<file path="src/rtl/uart_pkg.sv">
// Shared UART constants plus a constant-function log2 used to size FIFO pointers.
package uart_pkg;

  localparam int UART_DATA_W                = 8;
  localparam int UART_RX_FIFO_DEPTH_DEFAULT = 16;

  // Ceiling log2, evaluated at elaboration time.
  function automatic int uart_clog2(input int value);
    int w;
    w = 0;
    for (int i = 0; i < 31; i++) begin
      if ((1 << i) < value) w = i + 1;
    end
    return w;
  endfunction

endpackage

</file>
<file path="src/rtl/uart_rx_fifo_if.sv">
// Handshake bundle between the UART receiver/consumer (master) and the RX FIFO (slave).
// Carries o_Level_IRQ only when UART_RX_FIFO_LEVEL_IRQ_EN is defined.
interface uart_rx_fifo_if #(
  parameter int DATA_W = 8,
  parameter int ADDR_W = 4
);

  logic [DATA_W-1:0] i_RX_Byte;
  logic              i_RX_Valid;
  logic              i_Ready;
  logic              i_Overrun_Clr;
  logic [DATA_W-1:0] o_Data;
  logic              o_Valid;
  logic [ADDR_W:0]   o_Count;
  logic              o_Empty;
  logic              o_Full;
  logic              o_Overrun;
`ifdef UART_RX_FIFO_LEVEL_IRQ_EN
  logic              o_Level_IRQ;
`endif

  modport master (
    output i_RX_Byte, i_RX_Valid, i_Ready, i_Overrun_Clr,
    input  o_Data, o_Valid, o_Count, o_Empty, o_Full, o_Overrun
`ifdef UART_RX_FIFO_LEVEL_IRQ_EN
    , input o_Level_IRQ
`endif
  );

  modport slave (
    input  i_RX_Byte, i_RX_Valid, i_Ready, i_Overrun_Clr,
    output o_Data, o_Valid, o_Count, o_Empty, o_Full, o_Overrun
`ifdef UART_RX_FIFO_LEVEL_IRQ_EN
    , output o_Level_IRQ
`endif
  );

endinterface

</file>
<file path="src/rtl/uart_fifo_mem.sv">
// DEPTH x DATA_W register array: one synchronous write port, one asynchronous read port.
module uart_fifo_mem #(
  parameter int DEPTH  = 16,
  parameter int ADDR_W = 4,
  parameter int DATA_W = 8
) (
  input  logic              clk,
  input  logic              we,
  input  logic [ADDR_W-1:0] waddr,
  input  logic [DATA_W-1:0] wdata,
  input  logic [ADDR_W-1:0] raddr,
  output logic [DATA_W-1:0] rdata
);

  logic [DATA_W-1:0] mem [DEPTH];

  // Storage is intentionally unreset; readers gate the output with the valid flag.
  always_ff @(posedge clk) begin
    if (we) mem[waddr] <= wdata;
  end

  assign rdata = mem[raddr];

endmodule

</file>
<file path="src/rtl/uart_rx_fifo.sv">
// UART RX byte buffer: edge-detected capture into a FWFT FIFO, 1-cycle push-to-valid, valid/ready pop.
// Drops bytes when full (sticky overrun); optional level IRQ under UART_RX_FIFO_LEVEL_IRQ_EN.
module uart_rx_fifo
  import uart_pkg::*;
#(
  parameter int DEPTH  = UART_RX_FIFO_DEPTH_DEFAULT,
  parameter int ADDR_W = uart_clog2(DEPTH),
  parameter int DATA_W = UART_DATA_W
`ifdef UART_RX_FIFO_LEVEL_IRQ_EN
  , parameter int THRESHOLD = DEPTH / 2
`endif
) (
  input logic            i_Clk,
  input logic            i_Rst,
  uart_rx_fifo_if.slave  bus
);

  localparam logic [ADDR_W:0] FULL_CNT = (ADDR_W + 1)'(DEPTH);

  logic [ADDR_W-1:0] rd_ptr;
  logic [ADDR_W-1:0] wr_ptr;
  logic [ADDR_W:0]   count;
  logic              r_Valid_d;
  logic              overrun;
  logic [DATA_W-1:0] head;

  logic valid;
  logic full;
  logic w_Push;
  logic w_Pop;
  logic wr_en;
  logic drop;

  assign valid  = (count != '0);
  assign full   = (count == FULL_CNT);
  assign w_Push = bus.i_RX_Valid & ~r_Valid_d;
  assign w_Pop  = valid & bus.i_Ready;

  // A full FIFO still takes a byte when the head leaves in the same cycle.
  assign wr_en = w_Push & (~full | w_Pop);
  assign drop  = w_Push & full & ~w_Pop;

  always_ff @(posedge i_Clk or posedge i_Rst) begin
    if (i_Rst) begin
      rd_ptr    <= '0;
      wr_ptr    <= '0;
      count     <= '0;
      r_Valid_d <= 1'b0;
      overrun   <= 1'b0;
    end else begin
      r_Valid_d <= bus.i_RX_Valid;
      if (wr_en) wr_ptr <= wr_ptr + 1'b1;
      if (w_Pop) rd_ptr <= rd_ptr + 1'b1;
      case ({wr_en, w_Pop})
        2'b10:   count <= count + 1'b1;
        2'b01:   count <= count - 1'b1;
        default: count <= count;
      endcase
      if (drop)                   overrun <= 1'b1;
      else if (bus.i_Overrun_Clr) overrun <= 1'b0;
    end
  end

  uart_fifo_mem #(
    .DEPTH  (DEPTH),
    .ADDR_W (ADDR_W),
    .DATA_W (DATA_W)
  ) u_mem (
    .clk   (i_Clk),
    .we    (wr_en),
    .waddr (wr_ptr),
    .wdata (bus.i_RX_Byte),
    .raddr (rd_ptr),
    .rdata (head)
  );

  assign bus.o_Data    = valid ? head : '0;
  assign bus.o_Valid   = valid;
  assign bus.o_Count   = count;
  assign bus.o_Empty   = ~valid;
  assign bus.o_Full    = full;
  assign bus.o_Overrun = overrun;

`ifdef UART_RX_FIFO_LEVEL_IRQ_EN
  localparam logic [ADDR_W:0] THR_CNT = (ADDR_W + 1)'(THRESHOLD);

  logic level_irq;

  always_ff @(posedge i_Clk or posedge i_Rst) begin
    if (i_Rst) level_irq <= 1'b0;
    else       level_irq <= (count >= THR_CNT);
  end

  assign bus.o_Level_IRQ = level_irq;
`endif

endmodule

</file>
<file path="src/flat_wrapper.sv">
// flat-port wrapper written by rule: the top's interface ports become plain ports
module uart_rx_fifo_flat import uart_pkg::*;
#(
  parameter int DEPTH  = UART_RX_FIFO_DEPTH_DEFAULT,
  parameter int ADDR_W = uart_clog2(DEPTH),
  parameter int DATA_W = UART_DATA_W

)
  (i_Clk, i_Rst, bus_i_RX_Byte, bus_i_RX_Valid, bus_i_Ready, bus_i_Overrun_Clr, bus_o_Data, bus_o_Valid, bus_o_Count, bus_o_Empty, bus_o_Full, bus_o_Overrun);
  uart_rx_fifo_if #(.DATA_W(DATA_W), .ADDR_W(ADDR_W)) bus_i ();
  input logic i_Clk;
  input logic i_Rst;
  input wire logic [$bits(bus_i.i_RX_Byte)-1:0] bus_i_RX_Byte;
  input wire logic [$bits(bus_i.i_RX_Valid)-1:0] bus_i_RX_Valid;
  input wire logic [$bits(bus_i.i_Ready)-1:0] bus_i_Ready;
  input wire logic [$bits(bus_i.i_Overrun_Clr)-1:0] bus_i_Overrun_Clr;
  output wire logic [$bits(bus_i.o_Data)-1:0] bus_o_Data;
  output wire logic [$bits(bus_i.o_Valid)-1:0] bus_o_Valid;
  output wire logic [$bits(bus_i.o_Count)-1:0] bus_o_Count;
  output wire logic [$bits(bus_i.o_Empty)-1:0] bus_o_Empty;
  output wire logic [$bits(bus_i.o_Full)-1:0] bus_o_Full;
  output wire logic [$bits(bus_i.o_Overrun)-1:0] bus_o_Overrun;
  assign bus_i.i_RX_Byte = bus_i_RX_Byte;
  assign bus_i.i_RX_Valid = bus_i_RX_Valid;
  assign bus_i.i_Ready = bus_i_Ready;
  assign bus_i.i_Overrun_Clr = bus_i_Overrun_Clr;
  assign bus_o_Data = bus_i.o_Data;
  assign bus_o_Valid = bus_i.o_Valid;
  assign bus_o_Count = bus_i.o_Count;
  assign bus_o_Empty = bus_i.o_Empty;
  assign bus_o_Full = bus_i.o_Full;
  assign bus_o_Overrun = bus_i.o_Overrun;
  uart_rx_fifo #(.DEPTH(DEPTH), .ADDR_W(ADDR_W), .DATA_W(DATA_W)) u_core (.i_Clk(i_Clk), .i_Rst(i_Rst), .bus(bus_i));
endmodule
</file>
<file path="config.mk">
export PLATFORM = sky130hd
export DESIGN_NAME = uart_rx_fifo_flat
export DESIGN_NICKNAME = d
export VERILOG_FILES = /design/src/rtl/uart_pkg.sv /design/src/rtl/uart_rx_fifo_if.sv /design/src/rtl/uart_fifo_mem.sv /design/src/rtl/uart_rx_fifo.sv /design/src/flat_wrapper.sv
export SDC_FILE = /design/constraint.sdc
export NUM_CORES = 1
export LEC_CHECK = 0
export CAP_MARGIN = 40
export CORE_UTILIZATION = 25
export CTS_BUF_LIST = sky130_fd_sc_hd__clkbuf_16
export DETAILED_ROUTE_END_ITERATION = 16
export MAX_ROUTING_LAYER = met4
export SLEW_MARGIN = 25
export SYNTH_ARGS = -nofsm -noshare
export SYNTH_HDL_FRONTEND = slang
export SYNTH_SLANG_ARGS = --single-unit
</file>
<file path="constraint.sdc">
create_clock -name i_Clk -period 3.1 [get_ports i_Clk]
set_clock_uncertainty 0.15 [all_clocks]
set_input_delay 0.62 -clock i_Clk [delete_from_list [all_inputs] [get_ports i_Clk]]
set_output_delay 0.62 -clock i_Clk [all_outputs]
set_load 0.005 [all_outputs]
</file>
==> results.txt, run 1 <==
----------------------------------------------------
[Status]
  Result of the run ... finished, violations left
  Violated checks ... negative setup slack

[Floorplanning]
  Placement Rows ... 56
  Io pins ... 30
  Initial core utilization ... 0.256
  Area enclosed by the die boundary ... 0.0248 mm^2
  Core area ... 0.0235 mm^2
  Die Span X ... around 160 um
  Die height ... about 160 um

[Yosys]
  Number of instances in the synthesized netlist ... 300
  Leading area contributor after synthesis ... edfxtp_1
  Post-synthesis register bit count ... approximately 140
  Synthesis Warnings ... 0
  Top cells by count, synth ... edfxtp_1 (128), mux4_1 (21), and2_1 (20), mux4_2 (19), dfrtp_1 (15)
  Share of flip-flops with an asynchronous set or reset after synthesis ... 0.105
  Synth Flop Type ... edfxtp_1
  Cells taking the most area after synthesis ... edfxtp_1 (64%), mux4_1 (9.1%), mux4_2 (7.1%)
  Number of distinct library cells after synthesis ... 36
  Post-synthesis cell area ... 0.00603 mm^2
  Share of synthesized area occupied by flip-flops and latches ... 0.699
  Library cell with the highest instance count after synthesis ... edfxtp_1
  Syn Nets ... between 300 and 400
  Mapped Avg Cell Area ... ~20 um^2
  Number of enable flip-flop cells after synthesis ... approximately 130
  Top cell type's share of synthesized area ... 0.637

[Global routing]
  GRT Residual Overflow ... 0
  Global Route Usage Sum ... 0.114
  Pin count of the biggest net entering global routing ... 36
  Number of global-route vias before repair ... approximately 3,300
  Antenna violations before repair ... 0
  First-pass GRT wire length ... around 20,000 um

[CTS]
  Clock-pin slew of the registers on the worst-case setup and hold paths ... about 0.060 ns
  Clock tree from TritonCTS ... yes
  Clock sink total ... ~140
  Buffers from clock root to sink, at most ... 2
  Clk Tree Root Cell ... clkbuf_16
  Later-pin clock latency in the skew report ... 0.41 ns
  Number of levels in the clock H-tree ... 4
  CTS Buf Count ... 17

[Placed design]
  Placer Congestion ... roughly 0.76
  Worst slack after detailed placement ... -0.0488 ns
  Half-perimeter wire length after placement ... slightly above 8000 um
  Number of I/O port buffers ... 29
  Cell Area, Placed ... roughly 0.007 mm^2

[STA]
  Unrepaired setup endpoints after global routing ... true
  Final worst path period need ... between 3 and 4 ns
  Post-route clock period utilization ... 1.03
  Final Hold Viols ... 0
  Worst max-slew margin expressed relative to the limit ... 0.557
  Worst path setup slack after routing ... -0.106 ns
  Number of failing setup endpoints in the final timing report ... 8
  Setup TNS ... -0.592 ns
  Pins over their slew limit ... 0
  Slew at the pin closest to its max-slew limit ... about 0.66 ns
  Fmax ... ~310 MHz

[Setup path]
  Data arrival at the endpoint of the critical path ... about 2.4 ns
  Required time reported for the critical path endpoint ... around 2.3 ns
  Path type of the worst setup path ... reg2out
  Maximum fanout along the worst path ... 5
  Worst R2R Setup Slack ... about 0.36 ns
  Reg2Reg Depth ... 10
  Kind of end point of the critical path ... output port
  Critical path launch point type ... flop

[Min path]
  Tightest Hold Check Type ... reg2reg
  Cell depth of the worst min-delay path ... 1

[Drt]
  Total detailed-routing wirelength ... between 10,000 and 15,000 um
  Vias per Instance ... 4.33
  Post-route DRC violation count ... 0
  Number of DRC markers after the initial detailed-route iteration ... approximately 290
  Number of nets with antenna violations after routing ... 0
  First-pass detailed-route iteration total ... 4
  Via count ... a little over 3,000
  Detailed-route wire length per cell ... around 18 um

[Final layout]
  Share of final-layout standard cells stronger than drive strength 1 ... 0.334
  Final Instance Area ... roughly 0.0075 mm^2
  Number of antenna repair diodes ... 0
  Final core utilization ... 0.320
  Final Net Count ... a little under 400
  Area Overhead vs Synth ... 24.9%

[Power]
  Peak supply drop ... ~430 uV
  Leakage power summed over all cells ... about 2.6 nW
  Power density over the cells ... ~900 mW/mm^2

[Flow run]
  Reported max-cap violation count ... 0

----------------------------------------------------
## critical path, stage by stage, from the launching register on
cell	delay, ns
dfrtp_2	0.45
buf_6	0.17
buf_16	0.13
mux4_2	0.53
mux4_2	0.47
and2_4	0.17
buf_6	0.10
## flip-flops by register name, summed over array words and instances (netlist names)
name and cells:
u_core.u_mem.mem 128, u_core.rd_ptr 4, u_core.wr_ptr 4, u_core.r_Valid_d 1, u_core.bus.o_Count 5, u_core.bus.o_Overrun 1
## layer usage
| layer | vias to the layer above | part of all wire | track usage |
|---|---|---|---|
| met1 | 1600 | 0.43 | 0.137 |
| met5 | - | 0 | - |
| met4 | 0 | 0.0059 | 0.0351 |
| met3 | 8 | 0.043 | 0.0308 |
| li1 | 1359 | - | - |
| met2 | 88 | 0.52 | 0.187 |
## metrics by stage
step	power (W)	hold slack (ns)	instances
2_1_floorplan	0.00378	0.343	300
3_3_place_gp	0.00444	0.372	662
3_5_place_dp	0.00447	0.381	662
4_1_cts	0.00691	0.390	706
5_1_grt	0.00710	0.422	705
6_report	0.00678	0.392	705
## where the power goes
group          leakage, nW  switching [W]  internal, W  total [W]
logic                0.970       0.000914      0.00144    0.00235
clock network        0.288       0.000879      0.00108    0.00196
registers             1.33       0.000182      0.00228    0.00246
total                 2.59        0.00198      0.00480    0.00678
## timing repair
action,CTS,global route
hold buffers,0,0
pin swaps,1,0
setup buffers,9,0
setup endpoints to repair,9,8
gates cloned,3,0
resized for setup,71,4
## cell usage in the layout, fill, tap and decap left out, types with 7 or more instances in the layout
master	count
and2_1	13
and2_4	7
buf_4	30
buf_6	11
clkbuf_16	17
clkdlybuf4s50_1	21
dfrtp_1	14
edfxtp_1	128
mux4_2	37
nand2_1	11
## final timing paths
path / start / end
hold / removal: u_core.wr_ptr[3]$_DFFE_PP0P_ / u_core.wr_ptr[3]$_DFFE_PP0P_
setup / recovery: u_core.rd_ptr[0]$_DFFE_PP0P_ / bus_o_Data[5]
min in group asynchronous: i_Rst / u_core.r_Valid_d$_DFF_PP0_
max in group asynchronous: i_Rst / u_core.rd_ptr[0]$_DFFE_PP0P_
setup reg to reg: u_core.bus.o_Count[0]$_DFFE_PP0P_ / u_core.bus.o_Count[4]$_DFFE_PP0P_
hold reg to reg: u_core.wr_ptr[3]$_DFFE_PP0P_ / u_core.wr_ptr[3]$_DFFE_PP0P_
## cells by family (layout without fill, tap and decap cells)
logic type | Yosys count | in the layout | share of synthesized area
simple gates | 60 | 60 | 0.0568
compound gates | 14 | 14 | 0.0141
mux | 46 | 46 | 0.173
buf+inv | 22 | 108 | 0.0315
fa+ha+maj | 6 | 6 | 0.0124
flops | 143 | 143 | 0.699
xor+xnor | 9 | 9 | 0.0131
## layout make-up
type                       count  area (um^2)
fill                        2284        16000
sequential                   143         4220
multi-input combinational    135         1580
timing repair buffer          70          719
clock buffer                  17          425
tap                          319          399
clock inverter                15          170
inverter                       6         22.5
(Power assumes the default switching activity.)
==> run 2, diff against run 1 <==
HOLD_SLACK_MARGIN = 0.06   (was not set)
==> results of run 2 <==
Same layout as run 1: the final DEF is identical, and so are final timing and power.
